[src/rtl/obi_buffer_pkg.sv]
// Shared types, configuration and parameter helpers for the OBI buffer stage.
// Each buffered channel is a plain packed struct, so one generic FIFO can carry either channel.
package obi_buffer_pkg;

    localparam int unsigned AddrWidth = 32;
    localparam int unsigned DataWidth = 32;
    localparam int unsigned IdWidth   = 2;

    typedef struct packed {
        logic use_rready;
    } obi_cfg_t;

    localparam obi_cfg_t ObiDefaultConfig = '{use_rready: 1'b1};

    typedef struct packed {
        logic [AddrWidth-1:0]   addr;
        logic                   we;
        logic [DataWidth/8-1:0] be;
        logic [DataWidth-1:0]   wdata;
        logic [IdWidth-1:0]     aid;
    } obi_a_chan_t;

    typedef struct packed {
        obi_a_chan_t a;
        logic        req;
        logic        rready;
    } obi_req_t;

    typedef struct packed {
        logic [DataWidth-1:0] rdata;
        logic [IdWidth-1:0]   rid;
        logic                 err;
    } obi_r_chan_t;

    typedef struct packed {
        obi_r_chan_t r;
        logic        gnt;
        logic        rvalid;
    } obi_rsp_t;

    function automatic int unsigned cnt_width(input int unsigned depth);
        return (depth < 1) ? 1 : $clog2(depth + 1);
    endfunction

    function automatic bit depths_valid(input int unsigned req_depth, input int unsigned rsp_depth);
        return (req_depth <= 16) && (rsp_depth >= 1) && (rsp_depth <= 16);
    endfunction

endpackage

[src/rtl/obi_buffer_fifo.sv]
// Generic synchronous FIFO with push/pop, full/empty and occupancy.
// Pointers wrap modulo Depth, so Depth need not be a power of two.
module obi_buffer_fifo
    import obi_buffer_pkg::*;
#(
    parameter int unsigned Depth = 2,
    parameter int unsigned CntW  = 2,
    parameter type         data_t = logic
) (
    input  logic            clk_i,
    input  logic            rst_i,
    input  logic            push_i,
    input  data_t           data_i,
    input  logic            pop_i,
    output data_t           data_o,
    output logic            full_o,
    output logic            empty_o,
    output logic [CntW-1:0] fill_o
);

    localparam int unsigned PtrW = (Depth > 1) ? $clog2(Depth) : 1;

    data_t           mem [Depth];
    logic [PtrW-1:0] wr_ptr;
    logic [PtrW-1:0] rd_ptr;
    logic [CntW-1:0] count;
    logic            do_push;
    logic            do_pop;

    function automatic logic [PtrW-1:0] wrap_inc(input logic [PtrW-1:0] ptr);
        return (ptr == PtrW'(Depth - 1)) ? '0 : ptr + PtrW'(1);
    endfunction

    assign full_o  = (count == CntW'(Depth));
    assign empty_o = (count == '0);
    assign fill_o  = count;
    assign data_o  = mem[rd_ptr];
    assign do_push = push_i & ~full_o;
    assign do_pop  = pop_i & ~empty_o;

    always_ff @(posedge clk_i) begin
        if (do_push) begin
            mem[wr_ptr] <= data_i;
        end
    end

    always_ff @(posedge clk_i) begin
        if (rst_i) begin
            wr_ptr <= '0;
            rd_ptr <= '0;
            count  <= '0;
        end else begin
            if (do_push) begin
                wr_ptr <= wrap_inc(wr_ptr);
            end
            if (do_pop) begin
                rd_ptr <= wrap_inc(rd_ptr);
            end
            case ({do_push, do_pop})
                2'b10:   count <= count + CntW'(1);
                2'b01:   count <= count - CntW'(1);
                default: count <= count;
            endcase
        end
    end

endmodule

[src/rtl/obi_buffer.sv]
// OBI buffer stage: request and response FIFOs with credit-based issue so the
// downstream response path can always be accepted (mgr rready tied high).
module obi_buffer
    import obi_buffer_pkg::*;
#(
    parameter obi_cfg_t    ObiCfg    = ObiDefaultConfig,
    parameter type         a_chan_t  = obi_buffer_pkg::obi_a_chan_t,
    parameter type         r_chan_t  = obi_buffer_pkg::obi_r_chan_t,
    parameter type         obi_req_t = obi_buffer_pkg::obi_req_t,
    parameter type         obi_rsp_t = obi_buffer_pkg::obi_rsp_t,
    parameter int unsigned ReqDepth  = 2,
    parameter int unsigned RspDepth  = 2,
    parameter int unsigned CntW      = cnt_width((ReqDepth > RspDepth) ? ReqDepth : RspDepth)
) (
    input  logic            clk_i,
    input  logic            rst_i,
    input  obi_req_t        sbr_port_req_i,
    output obi_rsp_t        sbr_port_rsp_o,
    output obi_req_t        mgr_port_req_o,
    input  obi_rsp_t        mgr_port_rsp_i,
    output logic [CntW-1:0] req_fill_o,
    output logic [CntW-1:0] rsp_fill_o,
    output logic [CntW-1:0] inflight_o,
    output logic            idle_o
);

    if (!depths_valid(ReqDepth, RspDepth)) begin : g_bad_params
        $error("obi_buffer: ReqDepth must be 0..16 and RspDepth 1..16");
    end

    logic            credit;
    logic            mgr_req;
    logic            sbr_gnt;
    logic            a_issue;
    logic            rready_up;
    logic            r_pop;
    logic            req_empty;
    logic            rsp_empty;
    logic            rsp_full_unused;
    logic [CntW-1:0] req_fill;
    logic [CntW-1:0] rsp_fill;
    logic [CntW-1:0] inflight_q;
    a_chan_t         req_head;
    r_chan_t         rsp_head;

    // A slot is held from downstream grant until the response leaves upstream,
    // which guarantees space in the response FIFO for every issued request.
    assign credit = (inflight_q < CntW'(RspDepth));

    if (ReqDepth == 0) begin : g_req_bypass
        assign req_head  = sbr_port_req_i.a;
        assign mgr_req   = sbr_port_req_i.req & credit;
        assign sbr_gnt   = mgr_port_rsp_i.gnt & credit;
        assign req_fill  = '0;
        assign req_empty = 1'b1;
    end else begin : g_req_fifo
        logic req_full;
        logic req_push;
        logic req_pop;

        assign req_push = sbr_port_req_i.req & ~req_full;
        assign req_pop  = mgr_req & mgr_port_rsp_i.gnt;
        assign sbr_gnt  = ~req_full;
        assign mgr_req  = ~req_empty & credit;

        obi_buffer_fifo #(
            .Depth  (ReqDepth),
            .CntW   (CntW),
            .data_t (a_chan_t)
        ) i_req_fifo (
            .clk_i   (clk_i),
            .rst_i   (rst_i),
            .push_i  (req_push),
            .data_i  (sbr_port_req_i.a),
            .pop_i   (req_pop),
            .data_o  (req_head),
            .full_o  (req_full),
            .empty_o (req_empty),
            .fill_o  (req_fill)
        );
    end

    assign a_issue   = mgr_req & mgr_port_rsp_i.gnt;
    assign rready_up = ObiCfg.use_rready ? sbr_port_req_i.rready : 1'b1;
    assign r_pop     = ~rsp_empty & rready_up;

    obi_buffer_fifo #(
        .Depth  (RspDepth),
        .CntW   (CntW),
        .data_t (r_chan_t)
    ) i_rsp_fifo (
        .clk_i   (clk_i),
        .rst_i   (rst_i),
        .push_i  (mgr_port_rsp_i.rvalid),
        .data_i  (mgr_port_rsp_i.r),
        .pop_i   (r_pop),
        .data_o  (rsp_head),
        .full_o  (rsp_full_unused),
        .empty_o (rsp_empty),
        .fill_o  (rsp_fill)
    );

    always_ff @(posedge clk_i) begin
        if (rst_i) begin
            inflight_q <= '0;
        end else if (a_issue && !r_pop) begin
            inflight_q <= inflight_q + CntW'(1);
        end else if (!a_issue && r_pop) begin
            inflight_q <= inflight_q - CntW'(1);
        end
    end

    always_comb begin
        mgr_port_req_o        = '0;
        mgr_port_req_o.a      = req_head;
        mgr_port_req_o.req    = mgr_req;
        mgr_port_req_o.rready = 1'b1;

        sbr_port_rsp_o        = '0;
        sbr_port_rsp_o.r      = rsp_head;
        sbr_port_rsp_o.gnt    = sbr_gnt;
        sbr_port_rsp_o.rvalid = ~rsp_empty;
    end

    assign req_fill_o = req_fill;
    assign rsp_fill_o = rsp_fill;
    assign inflight_o = inflight_q;
    assign idle_o     = req_empty & rsp_empty & (inflight_q == '0);

endmodule
[config.mk]
export PLATFORM = sky130hd
export DESIGN_NAME = obi_buffer
export DESIGN_NICKNAME = d
export VERILOG_FILES = /design/src/rtl/obi_buffer_pkg.sv /design/src/rtl/obi_buffer_fifo.sv /design/src/rtl/obi_buffer.sv
export SDC_FILE = /design/constraint.sdc
export NUM_CORES = 1
export LEC_CHECK = 0
export ABC_CLOCK_PERIOD_IN_PS = 5800
export CAP_MARGIN = 20
export CORE_MARGIN = 2
export CORE_UTILIZATION = 35
export DETAILED_ROUTE_END_ITERATION = 6
export PLACE_DENSITY = 0.73
export SETUP_SLACK_MARGIN = 0.15
export SYNTH_ARGS = -nofsm -noshare
export SYNTH_HDL_FRONTEND = slang
export SYNTH_HIERARCHICAL = 1
export SYNTH_SLANG_ARGS = --single-unit
[constraint.sdc]
create_clock -name clk_i -period 5.8 [get_ports clk_i]
set_clock_uncertainty 0.15 [all_clocks]
set_input_delay 0.58 -clock clk_i [delete_from_list [all_inputs] [get_ports clk_i]]
set_output_delay 0.58 -clock clk_i [all_outputs]
set_load 0.02 [all_outputs]
[After elaboration in Yosys (flattened, before gate mapping)]
Memories as Yosys holds them, arrays and structs flattened. A register that Yosys moved wholly into a read port is not among the register bits.
Cells that the tools add are included.
Widths: inputs -> output; s select.
Operators by class
  add/sub/neg operators: 10
  $lt $le $gt $ge: 1
  reduce and logical (&&, ||, !) cells: 10
  bitwise gates (word level): 14
  eq/ne operators: 6
  mux-type cells: 16
Operator list (count)
  $mux 1: 12
  $and 1x1->1: 10
  $eq 2x2->1 const B: 4
  $pmux 2 s2: 2
  $add 2x1->2 const B: 3
  $logic_not 2->1: 3
  $reduce_bool 2->1: 3
  $sub 2x1->2 const B: 3
  $add 1x1->1 const B: 4
  $eq 2x1->1 const B: 2
  $mux 2: 2
  $not 1->1: 4
  $logic_and 1x1->1: 2
  $logic_not 1->1: 2
  $lt 2x2->1 const B: 1
Storage, ports and cells
  register bits: 10
  memories kept: 2
  memory bits (writable): 212
  output and inout port bits: 117
Memories
  g_req_fifo.i_req_fifo.mem: depth 2, bits a word 71, read ports 1, clocked after Yosys merged registers in 1, write ports 1, line obi_buffer_fifo.sv:23  | data_t mem [Depth];
  i_rsp_fifo.mem: depth 2, bits a word 35, read ports 1, clocked after Yosys merged registers in 1, write ports 1, line obi_buffer_fifo.sv:23

[Logic depth before layout (Yosys ltp)]
  depth after elaboration: 8
  gate-level depth with buffers: 9
  depth with buffers taken out: 9

[By module]
Netlist, hierarchy kept.
By module, submodules not included
  obi_buffer_fifo at g_req_fifo.i_req_fifo: cells an instance 247, sequential area each 4364.2 um^2, area an instance 5326.4 um^2, instances 1
  obi_buffer_fifo at i_rsp_fifo: cells an instance 135, sequential area each 2202.1 um^2, area an instance 2740.1 um^2, instances 1
  obi_buffer: cells an instance 22, sequential area each 40.0 um^2, area an instance 156.4 um^2, instances 1

[Worst setup path before layout]
Ideal clock, no wire load.
  kind: reg-to-reg
  start: register g_req_fifo.i_req_fifo.count[0], in the netlist g_req_fifo.i_req_fifo/fill_o[0]
  end: memory g_req_fifo.i_req_fifo/mem[0][0] in the netlist's numbering, enable pin
  data required time: 5.225 ns
  cell stages (with the launch flop): 7
  path slack: 2.513 ns
  path buffers: 0
  data arrival time: 2.712 ns
  cells stage by stage: dfxtp_1 nand2b_2 inv_2 nor2b_1 inv_1 or3_1 inv_1
On the way
  longest elaborated chain between the ends: 6
Ends and longest elaborated chain
  start, declared: line obi_buffer_fifo.sv:26  | logic [CntW-1:0] count;
  start signal, assigned: line obi_buffer_fifo.sv:60  | 2'b10: count <= count + CntW'(1);
  start signal, assigned: line obi_buffer_fifo.sv:61  | 2'b01: count <= count - CntW'(1);
  start signal, assigned: line obi_buffer_fifo.sv:62  | default: count <= count;
  $eq 2x2->1: line obi_buffer_fifo.sv:34  | assign full_o = (count == CntW'(Depth));
  net g_req_fifo.req_full: line obi_buffer.sv:57  | logic req_full;
  $not 1->1: line obi_buffer.sv:61  | assign req_push = sbr_port_req_i.req & ~req_full;
  $and 1x1->1: line obi_buffer.sv:61
  net g_req_fifo.req_push: line obi_buffer.sv:58  | logic req_push;
  $and 1x1->1: line obi_buffer_fifo.sv:38  | assign do_push = push_i & ~full_o;
  $mux 1: line obi_buffer_fifo.sv:42  | if (do_push) begin
  $mux 1 (not written as such): line obi_buffer_fifo.sv:43  | mem[wr_ptr] <= data_i;
  end, declared: line obi_buffer_fifo.sv:23
The timed path passes the listed nets, and every way through them passes these cells.

==> impl_metrics.csv <==
group,metric,value,unit
final_layout,area_growth,40.8,%
power_and_ir_drop,power_density,428,mW/mm^2
clock_network,cts_hold_buf,0,
setup_path,cp-end-kind,"primary output",
final_layout,layout_commonest_cell,"clkdlybuf4s50_1",
global_routing,grt_max_degree,72,
detailed_routing,dr.pass1.iters,4,
setup_path,rr_endpoint,"g_req_fifo.i_req_fifo/mem[0][48]",
outcome,status,"complete, no violations",
clock_network,cts_tree,"yes",
global_routing,grt-ovfl-total,0,
die,num_io_pins,229,
sta,fmax,309,MHz
final_layout,drive_gt1_frac,0.201,
die,initial_utilization,0.353,
sta,hold_viol,0,
setup_path,crit-reg2reg-launch,"g_req_fifo.i_req_fifo/fill_o[0]",
setup_path,crit_arrival,2.51,ns
sta,tightestPinTransition,1.04,ns
setup_path,cp_slowest_cell,"dfxtp_4",
sta,final.period_utilization,0.559,
clock_network,numCtsBuffers,24,
global_routing,grt_pass1_vias,4666,
clock_network,cts_resized,0,
power_and_ir_drop,switchingPower,0.00138,W
detailed_routing,wl_per_cell,16.7,microns
clock_network,insertion_delay,0.50,ns
placed_design,dp_hpwl,11000,microns
setup_path,worstPathRequired,5.07,ns
final_layout,finalNetCount,761,
setup_path,r2r_setup_slack,2.79,ns
clock_network,post-cts-setup-buffers,0,
global_routing,grtUsageTotal,0.125,
sta,max_slew_margin,0.309,
detailed_routing,met1Wirelength,6430,microns
synth,syn_inst,404,
placed_design,portBuffers,227,
final_layout,finalInstanceArea,0.0116,sq mm
power_and_ir_drop,leakage,3.91,nW
power_and_ir_drop,seqPwrFrac,0.440,
sta,setup_viol,0,
setup_path,crit_chain,"mux2_2 -> clkdlybuf4s50_1",
final_layout,antenna_cells,0,
sta,final.min_clock_period,3.24,ns
synth,yosys.cell_types.count,24,
setup_path,crit_family,"flip-flops",
synth,syn_area_per_cell,20.4,sq um
clock_network,clock_sinks,224,
power_and_ir_drop,clkPwrFrac,0.282,
hold_path,hp-class,"reg -> reg",
die,die_y,157,microns
die,die_area,0.0247,sq mm
final_layout,final_cell_mix,"clkdlybuf4s50_1 (227), edfxtp_1 (212), mux2_2 (91)",
die,num_rows,56,
die,fp.dieW,157,microns
detailed_routing,routed_wl,16400,microns
synth,syn-cell-area,0.00822,sq mm
detailed_routing,wl_met3,1280,microns
setup_path,path_depth,2,
setup_path,worstSetupStartpointType,"register",
synth,ys_seq_area_frac,0.803,
detailed_routing,drcViolationCount,0,
sta,tns,0,ns
setup_path,criticalPathCategory,"reg -> out",
clock_network,clkSlewWorstSetupHoldPaths,0.06,ns
power_and_ir_drop,sw_frac_of_total,0.278,
clock_network,htree_levels,1,
sta,rsz0062_at_grt,"no",
detailed_routing,wl_met2,8330,microns
placed_design,place_congestion,0.733,
power_and_ir_drop,p_comb_frac,0.279,
detailed_routing,first_iter_violations,138,
detailed_routing,top_layer,"met4",
detailed_routing,drtAntennaViolNets,0,
placed_design,place_area,0.0109,sq mm
clock_network,root_buffer,"clkbuf_16",
setup_path,critical_path.max_fanout,71,
synth,ys_ff_latch,224,
detailed_routing,avgViaCountPerCell,4.48,
clock_network,clock_path_buffers,3,
die,core_area,0.0233,sq mm
global_routing,antenna_found_initial,0,
detailed_routing,vias,4403,
power_and_ir_drop,ir_drop,0.281,mV
global_routing,grt_pass1_wl,24200,microns
setup_path,cp_num_buf_inv,1,
flow_run,max_cap_viol_count,0,
setup_path,cp_slowest_stage_delay,0.94,ns
final_layout,fillers,1938,
power_and_ir_drop,p_int,0.00358,W
sta,slew_violations,0,
synth,yosys_warnings,6,
synth,synth_nets,519,
setup_path,endpoint,"mgr_port_req_o[6]",
setup_path,ff2ff_path_depth,7,
==> power groups by stage <==
stage | logic (W) | registers (W) | clock network, W
after global routing | 0.00146 | 0.00221 | 0.00151
final | 0.00138 | 0.00218 | 0.00140
after floorplan | 0.000763 | 0.00219 | 0
after CTS | 0.00140 | 0.00219 | 0.00145
after detailed placement | 0.00139 | 0.00222 | 0
after global placement | 0.00137 | 0.00220 | 0
==> cell usage after synthesis, drive strengths merged <==
cell | count | area share
or3 | 5 | 0.0038
clkbuf | 1 | 0.00046
dfxtp | 12 | 0.029
nor2b | 1 | 0.00076
edfxtp | 212 | 0.77
ha | 3 | 0.0046
a21oi | 5 | 0.0030
xnor2 | 4 | 0.0043
buf | 14 | 0.0094
nor3 | 1 | 0.00061
conb | 1 | 0.00046
nor2 | 10 | 0.0046
mux2 | 106 | 0.15
o21a | 2 | 0.0018
inv | 9 | 0.0041
nand2 | 4 | 0.0018
o21ai | 5 | 0.0030
and3 | 2 | 0.0015
xor2 | 4 | 0.0043
nand2b | 2 | 0.0021
and2 | 1 | 0.00076
==> layer usage <==
metal  global-route usage  up-vias
met3               0.0432       32
li1                     -     2049
met1                0.144     2167
met2                0.220      155
met5                    0        -
met4               0.0411        0
==> worst min-delay path, stage by stage, from the launching register on <==
cell	delay [ns]
dfxtp_1	0.31
o21ai_0	0.07
a21oi_1	0.07
==> worst min-delay path by stage <==
stage | from | endpoint | depth (start not counted)
floorplan | g_req_fifo.i_req_fifo/wr_ptr | g_req_fifo.i_req_fifo/wr_ptr | 2
global placement | i_rsp_fifo/wr_ptr | i_rsp_fifo/wr_ptr | 2
detailed placement | g_req_fifo.i_req_fifo/rd_ptr | register | 2
CTS | i_rsp_fifo/wr_ptr | i_rsp_fifo/wr_ptr | 2
global route | i_rsp_fifo/wr_ptr | i_rsp_fifo/wr_ptr | 2
finish | i_rsp_fifo/wr_ptr | i_rsp_fifo/wr_ptr | 2
==> layout make-up <==
| type | instances | area [sq um] | area share |
|---|---|---|---|
| sequential | 224 | 6610 | 0.571 |
| timing repair buffer | 231 | 2300 | 0.199 |
| multi-input combinational | 156 | 1510 | 0.130 |
| clock buffer | 32 | 652 | 0.0563 |
| tap | 319 | 399 | 0.0345 |
| clock inverter | 11 | 76.3 | 0.00659 |
| inverter | 9 | 33.8 | 0.00292 |
==> state kept, by name, indices dropped and copies added (netlist names), named ones only <==
| name | count |
|---|---|
| g_req_fifo.i_req_fifo/mem | 142 |
| i_rsp_fifo/mem | 70 |
| g_req_fifo.i_req_fifo/fill_o | 2 |
| i_rsp_fifo/fill_o | 2 |
| inflight_o | 2 |
| g_req_fifo.i_req_fifo/rd_ptr | 1 |
| g_req_fifo.i_req_fifo/wr_ptr | 1 |
| i_rsp_fifo/rd_ptr | 1 |
| i_rsp_fifo/wr_ptr | 1 |
==> metrics by stage <==
step	instances	total power, W	hold slack, ns	setup slack (ns)	util
finish	982	0.00496	0.346	2.56	0.498
floorplan	404	0.00295	0.302	2.51	-
detailed placement	939	0.00362	0.344	2.38	0.466
global placement	939	0.00358	0.322	2.42	0.466
global route	982	0.00518	0.386	2.42	0.498
CTS	982	0.00504	0.357	2.49	0.498
==> cells by family after synthesis <==
logic type      share of synthesized area
flops                               0.803
mux                                 0.145
simple gates                       0.0160
buf+inv                            0.0140
compound gates                    0.00791
xor+xnor                          0.00852
fa+ha+maj                         0.00457
other cells                      0.000456
Note: power is estimated with default switching activity, not from simulation.
